## src/rtl/stream_mux_rr.sv

```systemverilog
// N-channel registered stream multiplexer with packet-atomic switching and
// round-robin / fixed-priority / forced channel selection.
//
// state  | meaning
// IDLE   | grant recomputed every cycle from force/MODE arbitration
// LOCKED | grant frozen on lock_ch until its in_last beat transfers
module stream_mux_rr #(
    parameter int WIDTH  = 8,
    parameter int NUM_CH = 4,
    parameter int MODE   = 0,
    localparam int SEL_W = (NUM_CH > 1) ? $clog2(NUM_CH) : 1
) (
    input  logic                    clk,
    input  logic                    rst_n,
    input  logic [NUM_CH*WIDTH-1:0] in_data,
    input  logic [NUM_CH-1:0]       in_valid,
    input  logic [NUM_CH-1:0]       in_last,
    output logic [NUM_CH-1:0]       in_ready,
    input  logic                    force_en,
    input  logic [SEL_W-1:0]        force_sel,
    output logic [WIDTH-1:0]        out_data,
    output logic                    out_valid,
    output logic                    out_last,
    output logic [SEL_W-1:0]        out_sel,
    input  logic                    out_ready
);

    typedef enum logic {IDLE = 1'b0, LOCKED = 1'b1} state_t;

    state_t           state, state_nxt;
    logic [SEL_W-1:0] rr_ptr, lock_ch, arb_idx, grant;
    logic             arb_found, arb_ok, load, xfer;
    logic             sel_valid, sel_last;
    logic [WIDTH-1:0] sel_data;
    int               idx;

    assign load = ~out_valid | out_ready;

    always_comb begin : arbitrate
        arb_idx   = '0;
        arb_found = 1'b0;
        idx       = 0;
        if (force_en) begin
            // An out-of-range force_sel matches no channel, so nothing is granted.
            for (int i = 0; i < NUM_CH; i++) begin
                if (force_sel == SEL_W'(i)) begin
                    arb_idx   = SEL_W'(i);
                    arb_found = in_valid[i];
                end
            end
        end else if (MODE == 1) begin
            for (int i = NUM_CH - 1; i >= 0; i--) begin
                if (in_valid[i]) begin
                    arb_idx   = SEL_W'(i);
                    arb_found = 1'b1;
                end
            end
        end else begin
            // Scan downward so the candidate closest to rr_ptr is written last.
            for (int k = NUM_CH - 1; k >= 0; k--) begin
                idx = int'(rr_ptr) + k;
                if (idx >= NUM_CH) idx = idx - NUM_CH;
                if (in_valid[idx]) begin
                    arb_idx   = SEL_W'(idx);
                    arb_found = 1'b1;
                end
            end
        end
    end

    always_comb begin : grant_mux
        grant     = (state == LOCKED) ? lock_ch : arb_idx;
        sel_valid = 1'b0;
        sel_last  = 1'b0;
        sel_data  = '0;
        for (int i = 0; i < NUM_CH; i++) begin
            if (grant == SEL_W'(i)) begin
                sel_valid = in_valid[i];
                sel_last  = in_last[i];
                sel_data  = in_data[i*WIDTH +: WIDTH];
            end
        end
        arb_ok = (state == LOCKED) ? sel_valid : arb_found;
        for (int i = 0; i < NUM_CH; i++) begin
            in_ready[i] = rst_n & load & arb_ok & (grant == SEL_W'(i));
        end
    end

    assign xfer = |(in_valid & in_ready);

    always_comb begin : fsm_next
        state_nxt = state;
        case (state)
            IDLE:    if (xfer && !sel_last) state_nxt = LOCKED;
            LOCKED:  if (xfer && sel_last)  state_nxt = IDLE;
            default: state_nxt = IDLE;
        endcase
    end

    always_ff @(posedge clk or negedge rst_n) begin
        if (!rst_n) begin
            state   <= IDLE;
            lock_ch <= '0;
            rr_ptr  <= '0;
        end else begin
            state <= state_nxt;
            if (state == IDLE && xfer) lock_ch <= grant;
            if (xfer && sel_last && MODE == 0 && !force_en)
                rr_ptr <= (grant == SEL_W'(NUM_CH - 1)) ? '0 : grant + 1'b1;
        end
    end

    always_ff @(posedge clk or negedge rst_n) begin
        if (!rst_n) begin
            out_valid <= 1'b0;
            out_data  <= '0;
            out_last  <= 1'b0;
            out_sel   <= '0;
        end else if (load) begin
            out_valid <= xfer;
            if (xfer) begin
                out_data <= sel_data;
                out_last <= sel_last;
                out_sel  <= grant;
            end
        end
    end

endmodule

```

## config.mk

```make
export PLATFORM = sky130hd
export DESIGN_NAME = stream_mux_rr
export DESIGN_NICKNAME = d
export VERILOG_FILES = /design/src/rtl/stream_mux_rr.sv
export SDC_FILE = /design/constraint.sdc
export NUM_CORES = 1
export LEC_CHECK = 0
export ABC_AREA = 1
export BUFFER_PORTS_ARGS = -buffer_cell sky130_fd_sc_hd__buf_2
export CAP_MARGIN = 20
export CORE_ASPECT_RATIO = 0.75
export CORE_MARGIN = 4
export CORE_UTILIZATION = 48
export DETAILED_ROUTE_END_ITERATION = 10
export PLACE_DENSITY = 0.8
export SLEW_MARGIN = 20
export SYNTH_ARGS = -nofsm -noshare
export SYNTH_HDL_FRONTEND = slang
export SYNTH_SLANG_ARGS = --single-unit
```

## constraint.sdc

```tcl
create_clock -name clk -period 3.8 [get_ports clk]
set_clock_uncertainty 0.1 [all_clocks]
set_input_delay 0.19 -clock clk [delete_from_list [all_inputs] [get_ports clk]]
set_output_delay 0.19 -clock clk [all_outputs]
set_load 0.005 [all_outputs]
```

**Yosys cells after proc, flatten, opt, wreduce, memory -nomap -nowiden**

Cells that the tools add are included.

- Add/sub/neg operators: 8
- Multiplexer cells: 55
- Shift operators: 0
- Magnitude comparators: 8
- Bitwise gates (word level): 10
- Equality and inequality tests: 6
- Reduce and logical (&&, ||, !) cells: 10
- $mul: 0
- Div/mod/pow operators: 0

Operators by type and width:

| kind | count |
|---|---|
| two-way mux 32 bit | 8 |
| < comparator 32 x 4 -> 1 bit (second input constant) | 4 |
| two-way mux 8 bit | 4 |
| two-way mux 1 bit | 29 |
| two-way mux 2 bit | 9 |
| subtractor 3 x 3 -> 4 bit (second input constant) | 3 |
| >= comparator 3 bit (second input constant) | 3 |
| binary-select mux 1 bit (select 2 bit) | 4 |
| equality test 2 bit (second input constant) | 4 |
| adder 2 x 2 -> 3 bit (second input constant) | 2 |
| bitwise AND 1 bit | 6 |
| bitwise AND 4 bit | 1 |
| equality test 2 x 1 -> 1 bit (second input constant) | 2 |
| logical AND 1 bit | 4 |
| zero test 2 bit | 2 |
| OR reduction 4 bit | 1 |
| subtractor 2 x 3 -> 4 bit (second input constant) | 1 |
| adder 2 x 1 -> 3 bit (second input constant) | 1 |
| >= comparator 2 x 3 -> 1 bit (second input constant) | 1 |
| adder 2 x 1 -> 2 bit (second input constant) | 1 |
| zero test 1 bit | 2 |
| NOT 1 bit | 2 |
| one-hot mux 1 bit (2 select lines) | 1 |
| AND reduction 2 bit | 1 |
| OR 1 bit | 1 |

- Input bits: 46
- Memory bits (read-only): 0
- RAM bits: 0
- Logic and storage cells: 104
- Output and inout port bits: 16
- Memories kept: 0
- Bits in latches: 0
- Register bits after elaboration: 17

**Logic depth before layout (Yosys ltp)**

- Depth in word-level cells: 26
- Depth in mapped cells: 23
- Mapped depth without buffers: 22

**Worst setup path after synthesis**

Ideal clock, no wire load.

- Path type: register to register
- Start: register rr_ptr[0]
- End: register out_data[2]
- Path slack: 1.023 ns
- Arrival time: 2.555 ns
- Required time: 3.578 ns
- Buffers on the path: 3
- Stages on the path, launching flop included: 17
- Clock period less this slack: 2.777 ns
- Setup time: 0.122 ns
- Path through: dfrtp_1 -> buf_4 -> o21ai_1 -> a21oi_1 -> o21ai_0 -> nand2_1 -> nand3_1 -> nand3_1 -> nand2_1 -> inv_1 -> ha_1 -> inv_1 -> clkbuf_1 -> buf_1 -> nand2_1 -> o211ai_2 -> nand2_1

- Longest elaborated chain between the ends: 24
- Elaborated cells on any way between the ends: 63
- Those cells by class: add/sub: 7; order compare: 4; eq/ne: 3; mux: 40; bitwise: 6; reduce/logical: 3

Ends and longest elaborated chain:

| item | RTL line | source |
|---|---|---|
| from (decl) | 31 | `logic [SEL_W-1:0] rr_ptr, lock_ch, arb_idx, grant;` |
| from (signal assigned) | 109 | `rr_ptr <= (grant == SEL_W'(NUM_CH - 1)) ? '0 : grant + 1'b1;` |
| adder 2 x 2 -> 3 bit | 61 | `idx = int'(rr_ptr) + k;` |
| subtractor 3 x 3 -> 4 bit or >= comparator 3 bit (tied branches) | 62 | `if (idx >= NUM_CH) idx = idx - NUM_CH;` |
| two-way mux 32 bit | 62 |  |
| two-way mux 32 bit | 43 | `if (force_en) begin` |
| binary-select mux 1 bit (select 2 bit) | 63 | `if (in_valid[idx]) begin` |
| two-way mux 1 bit (not written as such) (2 in series) | 63 |  |
| two-way mux 2 bit (3 in series) | 63 |  |
| two-way mux 2 bit * | 63 |  |
| [2 not listed] | n/a |  |
| net grant[1] | 31 |  |
| zero test 2 bit | 77, 85 |  |
| two-way mux 1 bit (4 in series) | 77 | `if (grant == SEL_W'(i)) begin` |
| two-way mux 1 bit | 83 | `arb_ok = (state == LOCKED) ? sel_valid : arb_found;` |
| bitwise AND 1 bit (2 in series) | 85 | `in_ready[i] = rst_n & load & arb_ok & (grant == SEL_W'(i));` |
| bitwise AND 4 bit | 89 | `assign xfer = \|(in_valid & in_ready);` |
| OR reduction 4 bit | 89 |  |
| AND reduction 2 bit (no line) | n/a |  |
| to (signal assigned) | 122 | `out_data <= sel_data;` |
| to (decl) | 21 | `output logic [WIDTH-1:0] out_data,` |

The timed path passes the listed nets; every way through them passes the cells marked *. The select of a mux whose other input is x is not followed.
A chain may end at the register's enable or synchronous reset.

**Worst setup path after layout**

- Start: register rr_ptr[0]
- End: output in_ready[3]

- Longest elaborated chain between the ends: 21
- Elaborated cells on any way between the ends: 53
- Those cells by class: add/sub: 7; order compare: 4; eq/ne: 3; mux: 36; bitwise: 2; reduce/logical: 1

Ends and longest elaborated chain:

| item | RTL line | source |
|---|---|---|
| adder 2 x 2 -> 3 bit | 61 |  |
| subtractor 3 x 3 -> 4 bit or >= comparator 3 bit (tied branches) | 62 |  |
| two-way mux 32 bit | 62 |  |
| two-way mux 32 bit | 43 |  |
| binary-select mux 1 bit (select 2 bit) | 63 |  |
| two-way mux 1 bit (not written as such) (2 in series) | 63 |  |
| two-way mux 2 bit (4 in series) | 63 |  |
| two-way mux 2 bit | 43 |  |
| two-way mux 2 bit | 72 | `grant = (state == LOCKED) ? lock_ch : arb_idx;` |
| zero test 2 bit | 77 |  |
| two-way mux 1 bit (4 in series) | 77 |  |
| two-way mux 1 bit | 83 |  |
| bitwise AND 1 bit | 85 |  |
| bitwise AND 1 bit * | 85 |  |
| to (decl) | 18 | `output logic [NUM_CH-1:0] in_ready,` |

Every way passes the cells marked *; elsewhere a longest branch is shown, timed or not. The select of a mux whose other input is x is not followed.

==> summary.md <==
| Metric | Value |
|---|---|
| Status | finished, final reports clean |
| Setup Slack @ Placement | between 0.15 and 0.2 ns |
| WS Path Type | reg2out |
| DP Cell Count | between 300 and 400 |
| CTS tree | done |
| Total negative setup slack | 0 ns |
| CTS buffer count | 3 |
| Cells after synthesis | around 230 |
| RSZ-0062 raised after global routing | false |
| Post-synth top area share | 0.292 |
| Number of top-level pins | 62 |
| Initial antenna violation count | 0 |
| Final core utilization | 0.639 |
| Starting DRT DRC Count | 115 |
| Via count | approximately 1700 |
| Largest net degree at the start of global routing | 20 |
| Final hold vios | 0 |
| Fin area | about 0.0019 sq mm |
| Vias in the first global route | 1453 |
| Min setup slack post-route | 0.397 ns |
| Seq/Total Area, Yosys | 0.292 |
| R2R setup slack | between 0.4 and 0.5 ns |
| WP data required | ~3.5 ns |
| Hold WC Path Type | in2reg |
| Max Used Layer | met4 |
| Reg2reg start | rr_ptr[0] |
| CTS Sinks | 17 |
| Met1 WL | 1880 um |
| Drt drc | 0 |
| Finished Layout Cells | between 300 and 400 |
| Root Driver | clkbuf_8 |
| Placed cell areas | approximately 0.0018 sq mm |
| Grt total ovfl | 0 |
| Max Slew Vio Count | 0 |
| Die X | slightly above 70 um |
| Placeable Area | 0.00294 sq mm |
| Highest-count cells in the layout ignoring fill and taps | nand2_1 (92), buf_2 (61), nand3_1 (17), o21ai_0 (17) |
| Critical path launch point | rr_ptr[0] |
| Vias/cell | about 5.1 |
| Fraction of layout cells with a size suffix above 1 | 0.322 |
| Yosys reg bits | 17 |
| Crit path DAT | 3.11 ns |
| Pwr Total | about 1.4 mW |
| Reg2reg path depth | 22 |
| Initial core utilization | 0.497 |
| Library cells used by synthesis | 27 |
| Post-layout nets | 340 |
| Startpoint types | flip-flop |
| DR WL/cell | roughly 12 um |
| Number of detailed-route iterations in the first pass | 5 |
| Met3 WL | around 280 um |
| Max clock buf depth | 2 |
| Global placement routability congestion | just over 0.9 |
| CP endpoint | in_ready[3] |
| Pwr dens | around 750 mW/mm^2 |
| DRT antenna net count | 0 |
| Commonest non-fill, non-tap cell in the layout | nand2_1 |
| Worst skew pair latency | between 0.2 and 0.25 ns |
| Post-DP HPWL | approximately 3200 um |
| Global-route wire length before repair | 6580 um |
| Die height | between 50 and 60 um |
| Die area | approximately 0.004 sq mm |
| VDD IR max | roughly 0.4 mV |
| Static leakage | between 1 and 1.5 nW |
| P&R area growth vs syn | 28.6% |
| Max FO, Critical Path | 12 |
| Final Cycle Share | 0.895 |
| Achievable clock frequency | between 0.2 and 0.3 GHz |
| Met2 WL | 1790 um |
| Mapped Nets | approximately 280 |
| Hold Slack | about 0.06 ns |
| Min Tclk post-route | around 3.4 ns |
| Post-Route WL | approximately 4000 um |
| Synth area leader | dfrtp_1 |
| Maxcap violations | 0 |
| Ys Warns | 0 |
| H-tree levels | 1 |
| Crit. End Element | output port |
| Top cells by area, synth | dfrtp_1 (29%), nand2_1 (24%), o211ai_2 (6.9%) |
| Reg2reg end | lock_ch[0] |
| Max-Slew Margin vs Limit | 0.697 |
| Synthesized area per cell | 6.46 sq um |
| Total track usage | 0.201 |
| Cell area after synthesis | approximately 0.0015 sq mm |
| Diode count | 0 |
| Clock Pin Slew Worst Setup and Hold Paths | 0.06 ns |
| Slew @ Worst Pin | roughly 0.45 ns |
| Setup violators final | 0 |
| Core Rows | 17 |
| Number of port buffers | between 60 and 70 |
[where the power goes]
group          switching (mW)  internal (mW)  leakage [nW]  total (mW)
Combinational           0.596          0.371         0.843       0.967
Sequential             0.0539          0.255         0.215       0.309
Clock                  0.0522         0.0740        0.0228       0.126
Total                   0.702          0.700          1.08        1.40
[sequential cells by signal (all words and copies together), names as in the netlist, named ones only]
signal     count
out_data       8
lock_ch        2
out_sel        2
rr_ptr         2
out_last       1
out_valid      1
[layer usage]
layer  global-route usage  vias to the layer above
met4               0.0563                        0
li1                     -                      864
met3               0.0253                        4
met1                0.311                      732
met5                    0                        -
met2                0.288                       53
[worst max-delay path: stages (launching register included)]
cell      delay (ns)
dfrtp_2         0.47
inv_1           0.14
nand2_1         0.09
nand2_1         0.07
nand2_2         0.10
nand2_1         0.05
o21ai_0         0.18
nand2_1         0.08
nand3_1         0.10
nand3_1         0.11
nand2_1         0.14
ha_1            0.42
nand2_1         0.12
nand3_1         0.10
o211ai_1        0.10
a21oi_2         0.20
nand2_1         0.15
nor2_1          0.13
buf_2           0.12
[worst min-delay path by stage]
stage                   start           to  slack (ns)  cells past startpoint
floorplan               rst_n    async pin       -0.21                      0
global placement        rst_n  out_data[4]        0.02                      1
detailed placement      rst_n  out_data[4]        0.03                      1
CTS                 out_ready    out_valid        0.06                      2
global route        out_ready    out_valid        0.06                      2
finish              out_ready    out_valid        0.06                      2
[cells by family after synthesis]
kind of cell	synth area share
adder cells (fa/ha/maj)	0.0343
AO/OA/AOI/OAI	0.198
flip-flops	0.292
AND/OR/NAND/NOR	0.383
buffers and inverters	0.0926
[cell usage after synthesis (all sizes together)]
cell type  number
nor3            2
or2             1
and2            1
buf             6
inv            19
nor2           12
o211ai         11
ha              4
clkbuf          3
nand2          97
o21ai          19
dfrtp          17
a21oi          13
nand3          19
clkinv          1
o22ai           1
[repair_timing]
action,4_1_cts,5_1_grt
buffers inserted,0,3
hold buffers,1,0
gates resized for setup,0,5
endpoints found under the setup margin,0,20
hold endpoints to repair,17,0
[final cells by class]
type | instances | area (sq um)
Clock buffer | 4 | 45.0
Fill cell | 285 | 1060
Inverter | 20 | 81.3
Multi-Input combinational cell | 180 | 915
Sequential cell | 17 | 427
Tap cell | 38 | 47.5
Timing Repair Buffer | 68 | 360
(Power assumes the default switching activity.)
